### src/rtl/alu_pkg.sv
// alu_pkg: shared encodings for the alu issue stage
package alu_pkg;
  typedef enum logic [3:0] {
    AND = 4'b0000,
    OR  = 4'b0001,
    ADD = 4'b0010,
    SLL = 4'b0011,
    XOR = 4'b0100,
    SRL = 4'b0101,
    SUB = 4'b0110,
    EQ  = 4'b1000,
    NE  = 4'b1001,
    SRA = 4'b1010,
    SLT = 4'b1100,
    GE  = 4'b1101
  } alu_op_e;
  typedef enum logic [1:0] {MEM, BRANCH, RTYPE, ITYPE} aluop_class_e;
  localparam logic [2:0] F3_ADD  = 3'b000;
  localparam logic [2:0] F3_SLL  = 3'b001;
  localparam logic [2:0] F3_SLT  = 3'b010;
  localparam logic [2:0] F3_SLTU = 3'b011;
  localparam logic [2:0] F3_XOR  = 3'b100;
  localparam logic [2:0] F3_SR   = 3'b101;
  localparam logic [2:0] F3_OR   = 3'b110;
  localparam logic [2:0] F3_AND  = 3'b111;
  localparam logic [2:0] F3_BEQ  = 3'b000;
  localparam logic [2:0] F3_BNE  = 3'b001;
  localparam logic [2:0] F3_BLT  = 3'b100;
  localparam logic [2:0] F3_BGE  = 3'b101;
  localparam int FUNCT7_ALT = 5;
endpackage

### src/rtl/alu.sv
// alu: combinational datapath selected by a 4-bit Operation code
module alu
  import alu_pkg::*;
#(
  parameter int DATA_WIDTH    = 32,
  parameter int OPCODE_LENGTH = 4
) (
  input  logic [OPCODE_LENGTH-1:0] operation,
  input  logic [DATA_WIDTH-1:0]    src_a,
  input  logic [DATA_WIDTH-1:0]    src_b,
  output logic [DATA_WIDTH-1:0]    alu_result
);
  logic [4:0] shamt;
  assign shamt = src_b[4:0];
  always_comb begin
    alu_result = '0;
    case (operation)
      AND:     alu_result = src_a & src_b;
      OR:      alu_result = src_a | src_b;
      ADD:     alu_result = src_a + src_b;
      SLL:     alu_result = src_a << shamt;
      XOR:     alu_result = src_a ^ src_b;
      SRL:     alu_result = src_a >> shamt;
      SUB:     alu_result = src_a - src_b;
      EQ:      alu_result = DATA_WIDTH'(src_a == src_b);
      NE:      alu_result = DATA_WIDTH'(src_a != src_b);
      SRA:     alu_result = $signed(src_a) >>> shamt;
      SLT:     alu_result = DATA_WIDTH'($signed(src_a) < $signed(src_b));
      GE:      alu_result = DATA_WIDTH'($signed(src_a) >= $signed(src_b));
      default: alu_result = '0;
    endcase
  end
endmodule

### src/rtl/alu_decode.sv
// alu_decode: maps ALUOp/funct3/funct7 to the alu Operation code
module alu_decode
  import alu_pkg::*;
(
  input  logic [1:0] alu_op,
  input  logic [2:0] funct3,
  input  logic [6:0] funct7,
  output logic [3:0] operation,
  output logic       is_branch,
  output logic       illegal
);
  logic alt, unused_funct7;
  assign alt = funct7[FUNCT7_ALT];
  assign unused_funct7 = ^{funct7[6], funct7[4:0]};
  always_comb begin
    operation = ADD;
    is_branch = 1'b0;
    illegal   = 1'b0;
    case (alu_op)
      BRANCH: begin
        is_branch = 1'b1;
        case (funct3)
          F3_BEQ:  operation = EQ;
          F3_BNE:  operation = NE;
          F3_BLT:  operation = SLT;
          F3_BGE:  operation = GE;
          default: illegal = 1'b1;
        endcase
      end
      RTYPE, ITYPE: begin
        case (funct3)
          F3_ADD:  operation = (alu_op == RTYPE && alt) ? SUB : ADD;
          F3_SLL:  operation = SLL;
          F3_SLT:  operation = SLT;
          F3_XOR:  operation = XOR;
          F3_SR:   operation = alt ? SRA : SRL;
          F3_OR:   operation = OR;
          F3_AND:  operation = AND;
          default: illegal = 1'b1;
        endcase
      end
      default: ;
    endcase
  end
endmodule

### src/rtl/alu_issue.sv
// alu_issue: two-stage valid/ready wrapper that decodes requests and drives alu
module alu_issue
  import alu_pkg::*;
#(
  parameter int DATA_WIDTH    = 32,
  parameter int OPCODE_LENGTH = 4,
  parameter int TAG_WIDTH     = 5
) (
  input  logic                  clk,
  input  logic                  rst_n,
  input  logic                  in_valid,
  output logic                  in_ready,
  input  logic [1:0]            alu_op,
  input  logic [2:0]            funct3,
  input  logic [6:0]            funct7,
  input  logic [DATA_WIDTH-1:0] src_a,
  input  logic [DATA_WIDTH-1:0] src_b,
  input  logic [TAG_WIDTH-1:0]  in_tag,
  output logic                  out_valid,
  input  logic                  out_ready,
  output logic [DATA_WIDTH-1:0] out_result,
  output logic [TAG_WIDTH-1:0]  out_tag,
  output logic                  out_branch_taken,
  output logic                  out_illegal
);
  logic [3:0] dec_op;
  logic dec_branch, dec_illegal;
  logic s1_valid, s1_branch, s1_illegal, s2_free;
  logic [OPCODE_LENGTH-1:0] s1_op;
  logic [DATA_WIDTH-1:0] s1_a, s1_b, alu_result;
  logic [TAG_WIDTH-1:0] s1_tag;
  assign s2_free  = !out_valid || out_ready;
  assign in_ready = !s1_valid || s2_free;
  alu_decode u_decode (
    .alu_op(alu_op), .funct3(funct3), .funct7(funct7),
    .operation(dec_op), .is_branch(dec_branch), .illegal(dec_illegal)
  );
  alu #(.DATA_WIDTH(DATA_WIDTH), .OPCODE_LENGTH(OPCODE_LENGTH)) u_alu (
    .operation(s1_op), .src_a(s1_a), .src_b(s1_b), .alu_result(alu_result)
  );
  // S1 reloads whenever it is empty or draining into S2 on this edge
  always_ff @(posedge clk or negedge rst_n) begin
    if (!rst_n) begin
      s1_valid         <= 1'b0;
      s1_op            <= '0;
      s1_a             <= '0;
      s1_b             <= '0;
      s1_tag           <= '0;
      s1_branch        <= 1'b0;
      s1_illegal       <= 1'b0;
      out_valid        <= 1'b0;
      out_result       <= '0;
      out_tag          <= '0;
      out_branch_taken <= 1'b0;
      out_illegal      <= 1'b0;
    end else begin
      if (in_ready) begin
        s1_valid <= in_valid;
        if (in_valid) begin
          s1_op      <= OPCODE_LENGTH'(dec_op);
          s1_a       <= src_a;
          s1_b       <= src_b;
          s1_tag     <= in_tag;
          s1_branch  <= dec_branch;
          s1_illegal <= dec_illegal;
        end
      end
      if (s2_free) begin
        out_valid <= s1_valid;
        if (s1_valid) begin
          out_result       <= s1_illegal ? '0 : alu_result;
          out_tag          <= s1_tag;
          out_branch_taken <= s1_branch && !s1_illegal && alu_result[0];
          out_illegal      <= s1_illegal;
        end
      end
    end
  end
endmodule

### config.mk
export PLATFORM = sky130hd
export DESIGN_NAME = alu_issue
export DESIGN_NICKNAME = d
export VERILOG_FILES = /design/src/rtl/alu_pkg.sv /design/src/rtl/alu.sv /design/src/rtl/alu_decode.sv /design/src/rtl/alu_issue.sv
export SDC_FILE = /design/constraint.sdc
export NUM_CORES = 1
export LEC_CHECK = 0
export CAP_MARGIN = 30
export CORE_AREA = 2 2 174 176
export DETAILED_ROUTE_END_ITERATION = 16
export DIE_AREA = 0 0 176 178
export HOLD_SLACK_MARGIN = 0.03
export PLACE_DENSITY = 0.76
export SLEW_MARGIN = 20
export SYNTH_ARGS = -nofsm -noshare
export SYNTH_HDL_FRONTEND = slang
export SYNTH_SLANG_ARGS = --single-unit
### constraint.sdc
create_clock -name clk -period 4.5 [get_ports clk]
set_clock_uncertainty 0.05 [all_clocks]
set_input_delay 0.675 -clock clk [delete_from_list [all_inputs] [get_ports clk]]
set_output_delay 0.675 -clock clk [all_outputs]
set_load 0.05 [all_outputs]
==> flow_metrics.env, run 1 <==
export IMPL_dp_hpwl_mm=39.11
export IMPL_ys_seq_area_share_pct=22.31
export IMPL_ys_seq_elements=116
export IMPL_vias_per_cell=6.565
export IMPL_fin_util_pct=52.19
export IMPL_grt_start_max_net_pins=84
export IMPL_worst_slack_ns=0.3503
export IMPL_peakVddDrop_mv=0.1838
export IMPL_htreeDepth=4
export IMPL_p_leak_uw=0.006398
export IMPL_dp_cells=2026
export IMPL_routedWlPerCell_um=24.75
export IMPL_status="complete, no violations"
export IMPL_die_h_um=178
export IMPL_io_pins=126
export IMPL_ys_dominant_reg_cell="dfrtp_1"
export IMPL_setup_tns_ns=0
export IMPL_avgSynthCellArea_sq_um=8.272
export IMPL_initialDrtViolationCount=1808
export IMPL_route_detailed_drc=0
export IMPL_clk_transition_reported_paths_ns=0.06
export IMPL_cts_tree="done"
export IMPL_crit_type="flip-flop to flip-flop"
export IMPL_vias=13520
export IMPL_rows=63
export IMPL_clockBufferDepth=2
export IMPL_cts_root_buf="clkbuf_16"
export IMPL_hold_class="primary input to async pin"
export IMPL_dr_pass1_iters=6
export IMPL_crit_path_cell_trace="buf_12 > mux2_2 > mux2i_1 > nor2_1 > a21oi_1 > nand2b_1 > o21ai_0 > a22oi_1 > a21oi_1 > a2111oi_0 > buf_4 > o21ai_1"
export IMPL_setup_viol=0
export IMPL_antenna_left=0
export IMPL_critPathCaptureType="flip-flop"
export IMPL_post_place_ws_ns=0.5899
export IMPL_cts_sinks=116
export IMPL_core_sq_mm=0.02940
export IMPL_track_usage_pct=32.98
export IMPL_dieWidth_um=176
export IMPL_synthArstFlopShare_pct=100.0
export IMPL_cts_made_buffers=17
export IMPL_fin_crit_sh_pct=92.22
export IMPL_grt_overflow=0
export IMPL_fillers=2795
export IMPL_io_buffers=119
export IMPL_cts_setup_buffers=0
export IMPL_critPathMostFrequentCell="a21oi_1"
export IMPL_cap_violations=0
export IMPL_die_area_sq_mm=0.03133
export IMPL_antenna_found_initial=1
export IMPL_grt_pass1_vias=13000
export IMPL_gp_congestion=1.111
export IMPL_timing_fmax_mhz=241.0
export IMPL_synth_nets=1758
export IMPL_rsz0062_at_grt="no"
export IMPL_period_minus_slack_ns=4.150
export IMPL_clk_latency_ns=0.45
export IMPL_syn_area_sq_mm=0.01301
export IMPL_drv_slew=0
export IMPL_ctsResizeCount=0
export IMPL_holdBufCountCts=0
export IMPL_synth_edf_count=0
export IMPL_placed_cell_area_sq_mm=0.01474
export IMPL_drive_above_1_share_pct=14.74
export IMPL_n_antenna_cell=0
export IMPL_fin_area_sq_mm=0.01535
export IMPL_worstSetupStartpointType="flip-flop"
export IMPL_cpPeakStageDelay_ns=0.60
export IMPL_worst_path_max_fanout=83
export IMPL_hold_violations=0
export IMPL_area_growth_syn_to_layout_pct=17.94
export IMPL_relSlewSlack_pct=40.39
export IMPL_wl_mm=50.97
export IMPL_crit_slowest_cell="a2111oi_0"
export IMPL_worstMarginPinSlew_ns=0.8716
export IMPL_start_util_pct=44.25
export IMPL_nets=1841
export IMPL_power_density_mw_per_mm2=488.0
export IMPL_required_ns=4.74
export IMPL_final_cells=2059
export IMPL_arrival_ns=4.39
export IMPL_ys_warn_count=0
export IMPL_postSynthCellCount=1573
export IMPL_grt_pass1_wl_mm=78.30
export IMPL_synth_cell_types=77
cell usage after synthesis, types with 10 or more instances:
cell type	number	area (sq um)
a211o_1	13	113.9
a211oi_1	26	195.2
a21o_1	18	135.1
a21oi_1	113	565.5
a221o_1	11	110.1
a221oi_1	22	192.7
a22oi_1	16	120.1
a31oi_1	21	131.4
buf_1	16	60.06
buf_2	16	80.08
clkbuf_1	75	281.5
dfrtp_1	116	2903
ha_1	98	1226
inv_1	90	337.8
mux2_2	86	968.4
mux2i_1	40	400.4
mux4_2	49	1104
nand2_1	117	439.2
nand2b_1	16	100.1
nand3_1	30	150.1
nor2_1	178	668.1
nor2b_1	18	112.6
nor3_1	48	240.2
o211ai_1	15	112.6
o21ai_0	121	605.6
o21bai_1	10	75.07
o221ai_1	13	113.9
o22ai_1	11	68.82
o31ai_1	13	97.59
xnor2_1	12	105.1
final timing paths:
kind / startpoint / endpoint / slack (ns) / depth (start not counted)
setup / recovery: s1_b[0] / out_result[3] / 0.35 / 12
hold / removal: rst_n / s1_a[11] / 0.26 / 1
setup reg to reg: s1_b[0] / out_result[3] / 0.35 / 12
hold reg to reg: out_result[0] / out_result[0] / 0.43 / 1
max in group asynchronous: rst_n / s1_b[3] / 3.36 / 2
min in group clk: out_result[0] / out_result[0] / 0.43 / 1
logic make-up after synthesis:
logic type	after synthesis	synth area share, %
buffers and inverters	203	6.154
AO/OA/AOI/OAI	500	25.68
flip-flops	116	22.31
AND/OR/NAND/NOR	466	16.24
adder cells (fa/ha/maj)	101	9.809
multiplexers	175	19.00
XOR/XNOR	12	0.8078
layout by cell type (no fill, tap or decap), types with 7 or more instances in the layout:
cell,synthesis,routed
a22o_1,9,9
o31ai_1,13,13
a221oi_1,22,22
a31oi_1,21,21
clkdlybuf4s50_1,0,118
o21ai_0,121,121
nor2_1,178,178
a221o_1,11,11
nor3_1,48,46
dfrtp_1,116,113
mux2_2,86,86
ha_1,98,98
a211o_1,13,13
nand2_1,117,115
o211ai_1,15,15
and2_1,9,9
mux2i_1,40,40
inv_1,90,90
nand2b_1,16,16
o311ai_0,7,7
xnor2_1,12,12
clkbuf_16,0,17
buf_4,3,52
o21bai_1,10,10
nor2b_1,18,18
a21oi_1,113,113
nand4_1,7,7
a21o_1,18,18
a22oi_1,16,16
o221ai_1,13,13
a211oi_1,26,26
mux4_2,49,49
o22ai_1,11,11
o31a_1,7,7
nand3_1,30,30
report_power, final:
part	leakage (uW)	total [uW]	switching, uW	internal (uW)
combinational	0.00470	4480	2820	1660
sequential	0.00140	1560	283	1270
clock	0.000297	1450	540	910
routing by layer:
layer	vias up	part of all wire, %	wire length (um)	global-route usage, %
li1	6021	-	-	-
met1	6557	42	21450	46.21
met2	811	43	21950	49.18
met3	127	12	5902	8.973
met4	2	3.2	1655	10.95
met5	-	0.018	9	0
state kept, by name (all words and copies together) (netlist names):
| name | flops |
|---|---|
| out_result | 32 |
| s1_op | 4 |
| out_branch_taken | 1 |
| out_illegal | 1 |
| out_tag | 5 |
| s1_valid | 1 |
| s1_tag | 5 |
| s1_b | 32 |
| s1_illegal | 1 |
| out_valid | 1 |
| s1_branch | 1 |
| s1_a | 32 |
layout make-up:
class	count	area, sq um	area share, %
clock buffers	23	478.0	3.115
clock inverters	9	126.4	0.8235
inverters	92	345.3	2.250
multi-input cells	1254	9343	60.88
flip-flops and latches	116	2909	18.96
well taps	390	488.0	3.180
repair buffers	175	1657	10.79
critical path: cells and delay by family (launching register included):
| family | cells | cell delay [ns] |
|---|---|---|
| buf+inv | 2 | 0.62 |
| simple gates | 2 | 0.32 |
| flops | 1 | 0.45 |
| compound gates | 6 | 1.63 |
| mux | 2 | 0.86 |
per-stage QoR:
step | power, uW | hold slack, ns
final | 7489 | 0.2607
after global routing | 7874 | 0.3331
after CTS | 7371 | 0.2968
after detailed placement | 5904 | 0.4190
after global placement | 5850 | 0.4125
after floorplan | 4450 | 0.3294
No activity file was read; power rests on OpenSTA's default activity.
==> run 2, diff against run 1 <==
--- a/config.mk
+++ b/config.mk
@@ -11,7 +11,7 @@
 export DIE_AREA = 0 0 176 178
 export HOLD_SLACK_MARGIN = 0.03
 export PLACE_DENSITY = 0.76
-export SLEW_MARGIN = 20
+export SKIP_LAST_GASP = 1
 export SYNTH_ARGS = -nofsm -noshare
 export SYNTH_HDL_FRONTEND = slang
 export SYNTH_SLANG_ARGS = --single-unit
==> flow_metrics.env, run 2 (synthesis results as in run 1) <==
export IMPL_gp_congestion=1.111
export IMPL_worstSetupStartpoint="s1_b[0]"
export IMPL_routedWlPerCell_um=24.80
export IMPL_required_ns=4.74
export IMPL_grt_pass1_wl_mm=78.30
export IMPL_placed_cell_area_sq_mm=0.01474
export IMPL_setup_tns_ns=0
export IMPL_crit_slowest_cell="a2111oi_0"
export IMPL_io_buffers=119
export IMPL_fillers=2794
export IMPL_arrival_ns=4.37
export IMPL_wl_mm=51.03
export IMPL_antenna_found_initial=1
export IMPL_cpPeakStageDelay_ns=0.59
export IMPL_clk_transition_reported_paths_ns=0.05
export IMPL_r2r_slack_ns=0.38
export IMPL_antenna_left=0
export IMPL_initialDrtViolationCount=1784
export IMPL_area_growth_syn_to_layout_pct=17.91
export IMPL_clockBufferDepth=2
export IMPL_cap_violations=0
export IMPL_multi_input_area_sq_mm=0.009343
export IMPL_fin_crit_sh_pct=91.65
export IMPL_hold_class="primary input to async pin"
export IMPL_status="complete, no violations"
export IMPL_grt_pass1_vias=13000
export IMPL_die_h_um=178
export IMPL_critPathMostFrequentCell="a21oi_1"
export IMPL_dr_pass1_iters=6
export IMPL_start_util_pct=44.25
export IMPL_power_density_mw_per_mm2=488.2
export IMPL_cts_tree="done"
export IMPL_htreeDepth=4
export IMPL_holdBufCountCts=0
export IMPL_regArea_sq_mm=0.002909
export IMPL_dp_hpwl_mm=39.11
export IMPL_cts_made_buffers=17
export IMPL_dieWidth_um=176
export IMPL_crit_type="flip-flop to flip-flop"
export IMPL_grt_overflow=0
export IMPL_worstSetupStartpointType="flip-flop"
export IMPL_cts_root_buf="clkbuf_16"
export IMPL_nets=1840
export IMPL_drv_slew=0
export IMPL_die_area_sq_mm=0.03133
export IMPL_drive_above_1_share_pct=14.69
export IMPL_grt_start_max_net_pins=84
export IMPL_worst_path_max_fanout=83
export IMPL_setup_viol=0
export IMPL_reg_top3="out_result x32, s1_a x32, s1_b x32"
export IMPL_timing_fmax_mhz=242.5
export IMPL_cts_sinks=116
export IMPL_relSlewSlack_pct=27.49
export IMPL_route_detailed_drc=0
export IMPL_hold_violations=0
export IMPL_fin_area_sq_mm=0.01534
export IMPL_crit_path_cell_trace="buf_12 > mux2_2 > mux2i_1 > nor2_1 > a21oi_1 > nand2b_1 > o21ai_0 > a22oi_1 > a21oi_1 > a2111oi_0 > buf_4 > o21ai_1"
export IMPL_cp_num_buf_inv=2
export IMPL_core_sq_mm=0.02940
export IMPL_p_leak_uw=0.006394
export IMPL_layout_common_cells="178 x nor2_1, 121 x o21ai_0, 118 x clkdlybuf4s50_1"
export IMPL_r2r_start="s1_b[0]"
export IMPL_rows=63
export IMPL_io_pins=126
export IMPL_ctsResizeCount=0
export IMPL_peakVddDrop_mv=0.1826
export IMPL_cp_top_family="compound AO/OA/AOI/OAI gates"
export IMPL_n_antenna_cell=0
export IMPL_cts_setup_buffers=0
export IMPL_period_minus_slack_ns=4.124
export IMPL_rsz0062_at_grt="no"
export IMPL_worstMarginPinSlew_ns=1.076
export IMPL_critPathCaptureType="flip-flop"
export IMPL_track_usage_pct=32.98
export IMPL_vias=13580
export IMPL_clk_latency_ns=0.45
export IMPL_layout_commonest_cell="nor2_1"
export IMPL_vias_per_cell=6.601
==> run 2: changes by cell type in the layout (fill, tap and decap cells not counted) <==
cell | previous run | this run
clkbuf_2 | 1 | 0
==> run 2: power breakdown <==
part	internal, uW	switching, uW	leakage, uW
Sequential	1270	284	0.00140
Combinational	1660	2830	0.00470
Clock	910	536	0.000297
==> run 2: per-layer routing <==
layer	wire length (um)	global-route usage [%]
met2	21890	49.18
met4	1715	10.95
met3	6244	8.973
met1	21170	46.21
met5	13	0
==> run 2: final cells by class <==
cell class / count / area share (%)
clock inverters: 9 / 0.8237
inverters: 92 / 2.251
clock buffers: 23 / 3.116
repair buffers: 174 / 10.77
multi-input cells: 1254 / 60.90
well taps: 390 / 3.181
flip-flops and latches: 116 / 18.96
==> run 2: worst paths after layout <==
kind / endpoint / cells after the start
max: out_result[3] / 12
min in group clk: out_result[0] / 1
max in group asynchronous: s1_b[3] / 2
max reg2reg: out_result[3] / 12
min: s1_b[1] / 1
min reg2reg: out_result[0] / 1
==> run 2: metrics by stage <==
step | hold WS (ns) | setup slack (ns) | util, % | std cells | total power (uW)
4_1_cts | 0.2968 | 0.5657 | 52.18 | 2058 | 7371
3_3_place_gp | 0.4125 | 0.6120 | 50.05 | 2025 | 5850
3_5_place_dp | 0.4190 | 0.5899 | 50.12 | 2026 | 5904
5_1_grt | 0.3331 | 0.2696 | 52.18 | 2058 | 7872
6_report | 0.2619 | 0.3760 | 52.18 | 2058 | 7490
2_1_floorplan | 0.3294 | 0.07255 | - | 1573 | 4450
==> run 2: worst reg2reg max path, cell delays in order, from the launching register on <==
cell,delay (ns)
dfrtp_4,0.45
buf_12,0.39
mux2_2,0.47
mux2i_1,0.42
nor2_1,0.13
a21oi_1,0.15
nand2b_1,0.19
o21ai_0,0.21
a22oi_1,0.44
a21oi_1,0.19
a2111oi_0,0.59
buf_4,0.23
o21ai_1,0.05
